**config.mk**
```make
export PLATFORM = sky130hd
export DESIGN_NAME = jpeg_pix_rx
export DESIGN_NICKNAME = d
export VERILOG_FILES = /design/src/rtl/jpeg_pkg.sv /design/src/rtl/jpeg_sync_fifo.sv /design/src/rtl/jpeg_pix_rx.sv
export SDC_FILE = /design/constraint.sdc
export NUM_CORES = 1
export LEC_CHECK = 0
export ABC_AREA = 1
export BUFFER_PORTS_ARGS = -buffer_cell sky130_fd_sc_hd__buf_4
export CAP_MARGIN = 20
export CORE_MARGIN = 10
export CORE_UTILIZATION = 65
export CTS_CLUSTER_DIAMETER = 60
export CTS_CLUSTER_SIZE = 20
export DETAILED_ROUTE_END_ITERATION = 10
export PLACE_DENSITY_LB_ADDON = 0.15
export SETUP_SLACK_MARGIN = 0.05
export SLEW_MARGIN = 30
export SYNTH_ARGS = -nofsm -noshare
export SYNTH_HDL_FRONTEND = slang
export SYNTH_SLANG_ARGS = --single-unit
```
**constraint.sdc**
```tcl
create_clock -name clk -period 9 [get_ports clk]
set_clock_uncertainty 0.1 [all_clocks]
set_input_delay 1.8 -clock clk [delete_from_list [all_inputs] [get_ports clk]]
set_output_delay 1.8 -clock clk [all_outputs]
set_load 0.005 [all_outputs]
```
**src/rtl/jpeg_pkg.sv**
```systemverilog
// Shared JPEG decoder constants and the pixel-receiver FSM encoding.
package jpeg_pkg;
  localparam int MCU_DIM_411 = 16;
  localparam int MCU_DIM_444 = 8;
  localparam int MCU_PIX_411 = 256;
  localparam int MCU_PIX_444 = 64;
  localparam int MCU_CNT_W   = 13;

  typedef enum logic [0:0] {
    ST_IDLE = 1'b0,
    ST_RECV = 1'b1
  } rx_state_t;
endpackage

```
**src/rtl/jpeg_sync_fifo.sv**
```systemverilog
// Single-clock FIFO, first-word-fall-through: dout shows the head entry whenever !empty.
module jpeg_sync_fifo #(
  parameter int WIDTH = 8,
  parameter int DEPTH = 4
)(
  input  logic             clk,
  input  logic             rst,
  input  logic             push,
  input  logic [WIDTH-1:0] din,
  input  logic             pop,
  output logic [WIDTH-1:0] dout,
  output logic             full,
  output logic             empty
);
  localparam int AW = (DEPTH > 1) ? $clog2(DEPTH) : 1;

  logic [WIDTH-1:0] mem [DEPTH];
  logic [AW-1:0]    wr_q, rd_q;
  logic [AW:0]      cnt_q;
  logic             do_push, do_pop;

  assign full    = (cnt_q == (AW+1)'(DEPTH));
  assign empty   = (cnt_q == '0);
  assign do_pop  = pop & ~empty;
  // a pop on a full FIFO frees the head slot, so the same-cycle push may reuse it
  assign do_push = push & (~full | do_pop);
  assign dout    = mem[rd_q];

  always_ff @(posedge clk) begin
    if (do_push) mem[wr_q] <= din;
  end

  always_ff @(posedge clk) begin
    if (!rst) begin
      wr_q  <= '0;
      rd_q  <= '0;
      cnt_q <= '0;
    end else begin
      if (do_push) wr_q <= wr_q + AW'(1);
      if (do_pop)  rd_q <= rd_q + AW'(1);
      case ({do_push, do_pop})
        2'b10:   cnt_q <= cnt_q + (AW+1)'(1);
        2'b01:   cnt_q <= cnt_q - (AW+1)'(1);
        default: cnt_q <= cnt_q;
      endcase
    end
  end
endmodule

```
**src/rtl/jpeg_pix_rx.sv**
```systemverilog
// MCU-ordered pixel stream to raster framebuffer writes; address built incrementally.
module jpeg_pix_rx
  import jpeg_pkg::*;
#(
  parameter int ADDR_W     = 22,
  parameter int FIFO_DEPTH = 4
)(
  input  logic              clk,
  input  logic              rst,
  input  logic [12:0]       cfg_mcu_w,
  input  logic              bo_we,
  input  logic              bo_begin,
  input  logic              bo_end,
  input  logic [31:0]       bo_data,
  input  logic              bo_type,
  output logic              bi_next,
  output logic              fb_we,
  output logic [ADDR_W-1:0] fb_addr,
  output logic [23:0]       fb_data,
  input  logic              fb_ready,
  output logic              frame_done,
  output logic              err_sync
);
  localparam int FW = ADDR_W + 24;

  rx_state_t st_q, st_d;
  logic      rdy_q, acc, take, done_d, err_d;
  logic      full, empty, push, pop;
  logic      unused_bits;

  // latched frame config and walk counters
  logic                 type_q;
  logic [MCU_CNT_W-1:0] mcu_w_q, x_q, y_q;
  logic [7:0]           pix_q;
  logic [ADDR_W-1:0]    stride_q, base_q, rowst_q, roff_q;

  // effective values for the current beat (a begin beat restarts at MCU (0,0))
  logic                 e_type;
  logic [MCU_CNT_W-1:0] e_w, e_x, e_y;
  logic [7:0]           e_pix;
  logic [ADDR_W-1:0]    e_stride, e_base, e_rowst, e_roff;

  logic                 last_col, last_pix, last_x;
  logic [ADDR_W-1:0]    dim, col, dim_stride, addr;
  logic [MCU_CNT_W-1:0] x_n, y_n;
  logic [7:0]           pix_n;
  logic [ADDR_W-1:0]    base_n, rowst_n, roff_n;

  logic                 s_vld;
  logic [ADDR_W-1:0]    s_addr;
  logic [23:0]          s_data;
  logic [FW-1:0]        f_dout;

  assign unused_bits = ^bo_data[7:0];
  assign bi_next     = rdy_q & ~full;
  assign acc         = bo_we & bi_next;

  always_comb begin
    e_type   = type_q;
    e_w      = mcu_w_q;
    e_stride = stride_q;
    e_pix    = pix_q;
    e_x      = x_q;
    e_y      = y_q;
    e_base   = base_q;
    e_rowst  = rowst_q;
    e_roff   = roff_q;
    if (bo_begin) begin
      e_type   = bo_type;
      e_w      = cfg_mcu_w;
      e_stride = bo_type ? (ADDR_W'(cfg_mcu_w) << 4) : (ADDR_W'(cfg_mcu_w) << 3);
      e_pix    = '0;
      e_x      = '0;
      e_y      = '0;
      e_base   = '0;
      e_rowst  = '0;
      e_roff   = '0;
    end
  end

  always_comb begin
    dim        = e_type ? ADDR_W'(MCU_DIM_411) : ADDR_W'(MCU_DIM_444);
    col        = ADDR_W'(e_type ? {4'b0, e_pix[3:0]} : {5'b0, e_pix[2:0]});
    last_col   = e_type ? (e_pix[3:0] == 4'hF) : (e_pix[2:0] == 3'h7);
    last_pix   = e_type ? (e_pix == 8'(MCU_PIX_411 - 1)) : (e_pix == 8'(MCU_PIX_444 - 1));
    last_x     = (e_x == e_w - MCU_CNT_W'(1));
    dim_stride = e_type ? (e_stride << 4) : (e_stride << 3);
    addr       = e_base + e_roff + col;

    pix_n   = e_pix + 8'd1;
    roff_n  = e_roff;
    x_n     = e_x;
    y_n     = e_y;
    base_n  = e_base;
    rowst_n = e_rowst;
    if (last_pix) begin
      pix_n  = '0;
      roff_n = '0;
      if (last_x) begin
        x_n     = '0;
        y_n     = e_y + MCU_CNT_W'(1);
        rowst_n = e_rowst + dim_stride;
        base_n  = rowst_n;
      end else begin
        x_n    = e_x + MCU_CNT_W'(1);
        base_n = e_base + dim;
      end
    end else if (last_col) begin
      roff_n = e_roff + e_stride;
    end
  end

  // begin is resolved before end, so begin&end is a one-pixel (short) frame
  always_comb begin
    st_d   = st_q;
    take   = 1'b0;
    done_d = 1'b0;
    err_d  = 1'b0;
    if (acc) begin
      if (bo_begin) begin
        take  = 1'b1;
        st_d  = ST_RECV;
        err_d = (st_q == ST_RECV);
      end else if (st_q == ST_IDLE) begin
        err_d = 1'b1;
      end else begin
        take = 1'b1;
      end
      if (take && bo_end) begin
        done_d = 1'b1;
        st_d   = ST_IDLE;
        if (!last_pix || !last_x) err_d = 1'b1;
      end
    end
  end

  always_ff @(posedge clk) begin
    if (!rst) begin
      st_q       <= ST_IDLE;
      rdy_q      <= 1'b0;
      frame_done <= 1'b0;
      err_sync   <= 1'b0;
      type_q     <= 1'b0;
      mcu_w_q    <= '0;
      stride_q   <= '0;
      pix_q      <= '0;
      x_q        <= '0;
      y_q        <= '0;
      base_q     <= '0;
      rowst_q    <= '0;
      roff_q     <= '0;
      s_vld      <= 1'b0;
      s_addr     <= '0;
      s_data     <= '0;
    end else begin
      st_q       <= st_d;
      rdy_q      <= 1'b1;
      frame_done <= done_d;
      err_sync   <= err_d;
      if (take) begin
        type_q   <= e_type;
        mcu_w_q  <= e_w;
        stride_q <= e_stride;
        pix_q    <= pix_n;
        x_q      <= x_n;
        y_q      <= y_n;
        base_q   <= base_n;
        rowst_q  <= rowst_n;
        roff_q   <= roff_n;
        s_vld    <= 1'b1;
        s_addr   <= addr;
        s_data   <= bo_data[31:8];
      end else if (push) begin
        s_vld <= 1'b0;
      end
    end
  end

  // ready only admits a beat when the FIFO has room, so the stage never overruns
  assign pop  = fb_we & fb_ready;
  assign push = s_vld & (~full | pop);

  jpeg_sync_fifo #(.WIDTH(FW), .DEPTH(FIFO_DEPTH)) u_fifo (
    .clk   (clk),
    .rst   (rst),
    .push  (push),
    .din   ({s_addr, s_data}),
    .pop   (pop),
    .dout  (f_dout),
    .full  (full),
    .empty (empty)
  );

  assign fb_we   = ~empty;
  assign fb_addr = empty ? '0 : f_dout[FW-1:24];
  assign fb_data = empty ? '0 : f_dout[23:0];
endmodule

```
==> results.tsv, run 1 <==
metric	value	unit
Detail Route Antenna Nets	0	
Setup violations, final	0	
fmax	182	MHz
min Tclk post-route	5.49	ns
Routed Wire Length	55.7	mm
dpl cells	3053	
Syn-to-layout area delta	9.45	%
post-synthesis area per instance	7.70	µm²
library cells used by synthesis	49	
min-delay worst type	reg -> reg	
Synth async-reset ratio	0	%
Final Cycle Share	61.0	%
dominant synthesized flop cell	edfxtp_1	
Residual DRC	0	
crit path capture type	flop	
Die Area	39100	µm²
H-Tree Depth	1	
CTS root buffer	clkbuf_16	
Post-synth EDFFs	184	
HPWL Detailed	36.7	mm
Cells after Synth	2666	
clk buf depth	3	
initial antenna violation count	0	
max-cap viol count	0	
global-route wire length before repair	88.0	mm
Worst Path Arrival	5.88	ns
layout cells sized above 1	8.29	%
Worst Setup Path Type	in -> reg	
status	complete, no violations	
Post-CTS Setup Bufs	0	
FP Rows	64	
Post-CTS Resized	0	
number of buffers created by CTS	30	
initial DRC count	1601	
CTS tree	yes	
Worst Path Required	9.39	ns
largest net degree at the start of global routing	94	
GRT overflow	0	
Layout Cells excl Fill	3110	
fin. max-slew vios	0	
# clock sinks	367	
post-synthesis sequential area ratio	44.8	%
ant diodes	0	
yosys warns	0	
GR Util All Layers	27.7	%
initial core utilization	66.6	%
Hold Fails Final Rpt	0	
Die Width	198	µm
worst-case vdd ir drop	0.142	mV
vias	18239	
RSZ-0062 raised after global routing	false	
port bufs	93	
clock-pin slew on the worst setup and hold paths	0.08	ns
Mapped Area	20500	µm²
relative slew slack	35.0	%
setup TNS	0	ns
vias in the first global route	17350	
DR pass1 iterations	8	
Synth Register Bits	367	
GPL Wtd Cong	0.930	
Vias/cell	5.86	
Net Count, Synth	2815	
Power Density	164	nW/µm²
core footprint	30800	µm²
finished layout cell area	22500	µm²
Critical Path Fanout Max	78	
cts hold-fix bufs	0	
WL per Instance	17.9	µm
Static Leak	0.00918	µW
I/O pins	102	
Cell Area, Placed	21400	µm²
clk_lat worst skew	0.60	ns
layout net count	2839	
Worst-Margin Slew	0.964	ns
critical path launch point type	input pin	
Die Ht	198	µm
## layout by cell type, fill, tap and decap left out, types with 8 or more instances in the layout
master     count
nand2_1      448
nand4_1       19
dfxtp_1      182
xnor2_1       21
clkbuf_16     30
fa_1           9
edfxtp_1     184
or2_2         10
nand3_1      118
nor2_2         8
buf_4        110
o22ai_1       11
o21ai_1       18
inv_2         11
o211ai_1      19
nor2_4        10
nor3_1        30
inv_1        286
xor2_1        34
nor2_1       401
nand2_2        8
ha_1          88
o21a_1        10
clkbuf_1       9
o21bai_1      22
a21oi_1      268
o21ai_0      274
## cells in the mapped netlist (all sizes together) (3+ instances only)
| cell type | instances | area (µm²) |
|---|---|---|
| o211ai | 19 | 143 |
| a211oi | 3 | 22.5 |
| a31oi | 6 | 37.5 |
| o21ai | 295 | 1490 |
| o21a | 10 | 75.1 |
| nand2 | 458 | 1750 |
| o21bai | 22 | 165 |
| edfxtp | 184 | 5530 |
| a21o | 4 | 30.0 |
| a21oi | 268 | 1340 |
| buf | 40 | 190 |
| nor2 | 419 | 1630 |
| nor3 | 35 | 200 |
| ha | 88 | 1100 |
| a221oi | 3 | 26.3 |
| dfxtp | 183 | 3660 |
| inv | 299 | 1120 |
| clkbuf | 83 | 312 |
| nor4 | 3 | 18.8 |
| nand4 | 20 | 131 |
| xor2 | 34 | 298 |
| fa | 9 | 180 |
| or2 | 10 | 62.6 |
| xnor2 | 21 | 184 |
| o22ai | 11 | 68.8 |
| nand3 | 120 | 618 |
| nand3b | 6 | 45.0 |
## per-stage QoR
step	utilization [%]	power (µW)	hold WS, ns	worst slack, ns
final	72.8	3680	0.344	3.51
after floorplan	-	2170	0.315	3.57
after global routing	72.8	3810	0.366	3.28
after detailed placement	69.5	2380	0.328	3.02
after global placement	69.4	2360	0.321	3.08
after CTS	72.7	3690	0.337	3.64
## path summary, 6_finish.rpt
kind | start | endpoint | slack, ns | cells past startpoint
max | bo_begin | s_addr[15] | 3.51 | 19
min | stride_q[21] | stride_q[21] | 0.34 | 2
max reg2reg | type_q | base_q[21] | 4.90 | 17
min reg2reg | stride_q[21] | stride_q[21] | 0.34 | 2
## critical path, stage by stage
cell      delay, ns
buf_4          0.15
buf_4          0.68
nor2_1         0.11
inv_1          0.17
fa_1           0.43
inv_1          0.07
ha_1           0.25
inv_1          0.08
fa_1           0.41
nand3b_1       0.17
nand2_1        0.16
a21oi_1        0.13
o21ai_0        0.32
a21boi_0       0.22
o21bai_1       0.23
xnor2_1        0.16
nand2_1        0.07
o211ai_1       0.12
inv_1          0.07
## area by class of cell
class                           instances  area [µm²]
Multi-Input combinational cell       1875        9740
Sequential cell                       367        9190
Fill cell                            2379        8370
Inverter                              301        1130
Timing Repair Buffer                  115         907
Clock buffer                           41         812
Tap cell                              396         495
Clock inverter                         15         175
## state kept, by name (all words and copies together) (netlist names), 2 cells and up, named ones only
signal	cells
base_q	22
rowst_q	22
u_fifo.wr_q	2
s_addr	22
u_fifo.mem	184
pix_q	8
mcu_w_q	13
s_data	24
u_fifo.rd_q	2
u_fifo.cnt_q	3
stride_q	22
roff_q	22
x_q	13
## kinds of logic (layout without fill, tap and decap cells)
family	Yosys count	count (layout)	share of synthesized area [%]
AND/OR/NAND/NOR	1076	1076	21.9
AO/OA/AOI/OAI	647	647	16.8
buffers and inverters	424	472	7.95
flip-flops	367	367	44.8
adder cells (fa/ha/maj)	97	97	6.24
XOR/XNOR	55	55	2.35
## layer usage
metal  part of all wire, %  track usage, %  routed length (µm)
met2                    48            47.3               26600
met5                     0               0                   0
met3                   7.3            3.82                4100
met1                    41            35.1               23100
met4                   3.5            9.88                1940
## power breakdown
part	internal (µW)	total [µW]	switching (µW)
Sequential	1790	1820	27.1
Clock	684	1340	652
Combinational	180	528	347
Total	2660	3680	1030
Power figures use the tool's default switching activity.
==> run 2, diff against run 1 <==
--- a/config.mk
+++ b/config.mk
@@ -5,11 +5,11 @@
 export SDC_FILE = /design/constraint.sdc
 export NUM_CORES = 1
 export LEC_CHECK = 0
-export ABC_AREA = 1
+export ABC_AREA = 0
 export BUFFER_PORTS_ARGS = -buffer_cell sky130_fd_sc_hd__buf_4
 export CAP_MARGIN = 20
 export CORE_MARGIN = 10
-export CORE_UTILIZATION = 65
+export CORE_UTILIZATION = 56
 export CTS_CLUSTER_DIAMETER = 60
 export CTS_CLUSTER_SIZE = 20
 export DETAILED_ROUTE_END_ITERATION = 10
==> constraint.sdc (replaced) <==
create_clock -name clk -period 4.43 [get_ports clk]
set_clock_uncertainty 0.1 [all_clocks]
set_input_delay 0.886 -clock clk [delete_from_list [all_inputs] [get_ports clk]]
set_output_delay 0.886 -clock clk [all_outputs]
set_load 0.005 [all_outputs]
==> results.tsv, run 2 <==
metric	value	unit
status	complete, no violations	
XOR/XNOR Fraction of Synth Area	3.47	%
Worst Path Arrival	4.27	ns
worst-case vdd ir drop	0.321	mV
initial antenna violation count	0	
most instantiated cells after synthesis	185 x nand2_1, 184 x edfxtp_1, 183 x dfxtp_1	
ant diodes	0	
Tot Pwr	7140	µW
fmax	258	MHz
most frequent cells in the layout	184 x nand2_1, 184 x edfxtp_1, 181 x dfxtp_1, 176 x buf_4, 150 x a21oi_1	
Worst Path Required	4.83	ns
GPL Wtd Cong	0.920	
HPWL Detailed	31.4	mm
Cells after Synth	1837	
relative slew slack	41.1	%
mux contribution to synthesized area	8.11	%
critical path launch point type	input pin	
layout net count	2104	
Vias/cell	5.83	
largest net degree at the start of global routing	131	
Post-CTS Resized	0	
vias in the first global route	14051	
global-route wire length before repair	72.3	mm
WL per Instance	18.5	µm
layout cells sized above 1	16.6	%
Synth async-reset ratio	0	%
initial core utilization	56.8	%
yosys warns	0	
number of buffers created by CTS	31	
DR pass1 iterations	5	
post-synthesis sequential area ratio	48.2	%
largest register by flop count	u_fifo.mem	
library cells used by synthesis	79	
H-Tree Depth	1	
min Tclk post-route	3.88	ns
crit path capture type	flop	
Die Width	204	µm
Static Leak	0.00854	µW
Residual DRC	0	
Mapped Area	19100	µm²
RSZ-0062 raised after global routing	false	
GR Util All Layers	21.0	%
Post-synth EDFFs	184	
Power Density	328	nW/µm²
dpl cells	2369	
Hold Fails Final Rpt	0	
cts hold-fix bufs	0	
Synth Register Bits	367	
Die Area	41800	µm²
Post-Synth Adder-Cell Area	6.72	%
I/O pins	102	
CTS tree	yes	
Setup violations, final	0	
post-synthesis area per instance	10.4	µm²
min-delay worst type	reg -> reg	
setup TNS	0	ns
Post-CTS Setup Bufs	0	
post-synthesis compound-gate area fraction	13.2	%
clock-pin slew on the worst setup and hold paths	0.08	ns
# clock sinks	367	
dominant synthesized flop cell	edfxtp_1	
CTS root buffer	clkbuf_16	
Worst-Margin Slew	0.880	ns
top-count cell post-synth	nand2_1	
largest family of logic cells by synthesized area	simple AND/OR/NAND/NOR gates	
Die Ht	204	µm
fin. max-slew vios	0	
post-synth top area cell	edfxtp_1	
GRT overflow	0	
initial DRC count	961	
core footprint	33500	µm²
vias	14160	
Final Cycle Share	87.5	%
clk_lat worst skew	0.59	ns
FP Rows	67	
Routed Wire Length	44.9	mm
Net Count, Synth	1986	
Syn-to-layout area delta	14.4	%
Layout Cells excl Fill	2427	
Largest regs	u_fifo.mem: 184 flops, s_data: 24 flops	
Critical Path Fanout Max	20	
max-cap viol count	0	
port bufs	93	
clk buf depth	3	
post-synth top area share	29.0	%
Detail Route Antenna Nets	0	
Area contributors post-synth	edfxtp_1 29%, dfxtp_1 19%, ha_1 5.8%	
Synth Area in Simple Gates	16.8	%
Worst Setup Path Type	in -> reg	
max reg flops	184	
## run 2: cells by family after synthesis
kind of cell | Yosys count
buf+inv | 166
mux | 96
fa+ha+maj | 97
simple gates | 639
xor+xnor | 74
flops | 367
compound gates | 398
## run 2: metal layers
metal  global-route usage (%)  part of all wire [%]  wire length, µm  vias to the layer above
met3                     2.49                   4.3             1930                       63
met5                        0                     0                0                        -
met4                     5.08                   2.2              979                        0
met1                     27.7                    45            20300                     6893
li1                         -                     -                -                     6901
met2                     36.3                    48            21700                      303
## run 2: power breakdown
group / total [µW] / switching, µW / internal, µW
combinational: 743 / 399 / 343
clock: 2770 / 1390 / 1390
sequential: 3630 / 48.1 / 3580
total: 7140 / 1830 / 5310
## run 2: metrics by stage
step | hold slack (ns) | instance area [µm²] | setup slack (ns) | utilization (%)
2_1_floorplan | 0.318 | 19200 | 0.0506 | -
3_3_place_gp | 0.329 | 20700 | -0.000820 | 61.9
3_5_place_dp | 0.341 | 20700 | -0.0723 | 61.9
4_1_cts | 0.355 | 21800 | 0.528 | 65.0
5_1_grt | 0.377 | 21800 | 0.251 | 65.0
6_report | 0.352 | 21800 | 0.553 | 65.0
## run 2: area by class of cell
| class | count | area, µm² |
|---|---|---|
| Clock inverter | 19 | 229 |
| Inverter | 69 | 262 |
| Timing Repair Buffer | 182 | 1440 |
| Sequential cell | 367 | 9190 |
| Clock buffer | 38 | 812 |
| Fill cell | 2630 | 11700 |
| Multi-Input combinational cell | 1304 | 9310 |
| Tap cell | 448 | 561 |
## run 2: worst max-delay path, stage by stage
cell and delay [ns]:
buf_4 0.11, buf_12 0.13, buf_12 0.17, mux2i_2 0.31, buf_4 0.20, a22o_1 0.13, ha_1 0.26, o21a_1 0.20
o31a_1 0.12, o2111ai_1 0.28, a21oi_1 0.18, o31ai_1 0.48, a21oi_1 0.14, o211ai_1 0.34, a211oi_1 0.13, o31ai_1 0.18
## run 2: final timing paths
check	start	to	slack (ns)	depth (start not counted)
setup / recovery	bo_begin	base_q[21]	0.55	16
hold / removal	s_vld	s_vld	0.35	2
setup reg to reg	type_q	base_q[21]	0.78	12
hold reg to reg	s_vld	s_vld	0.35	2
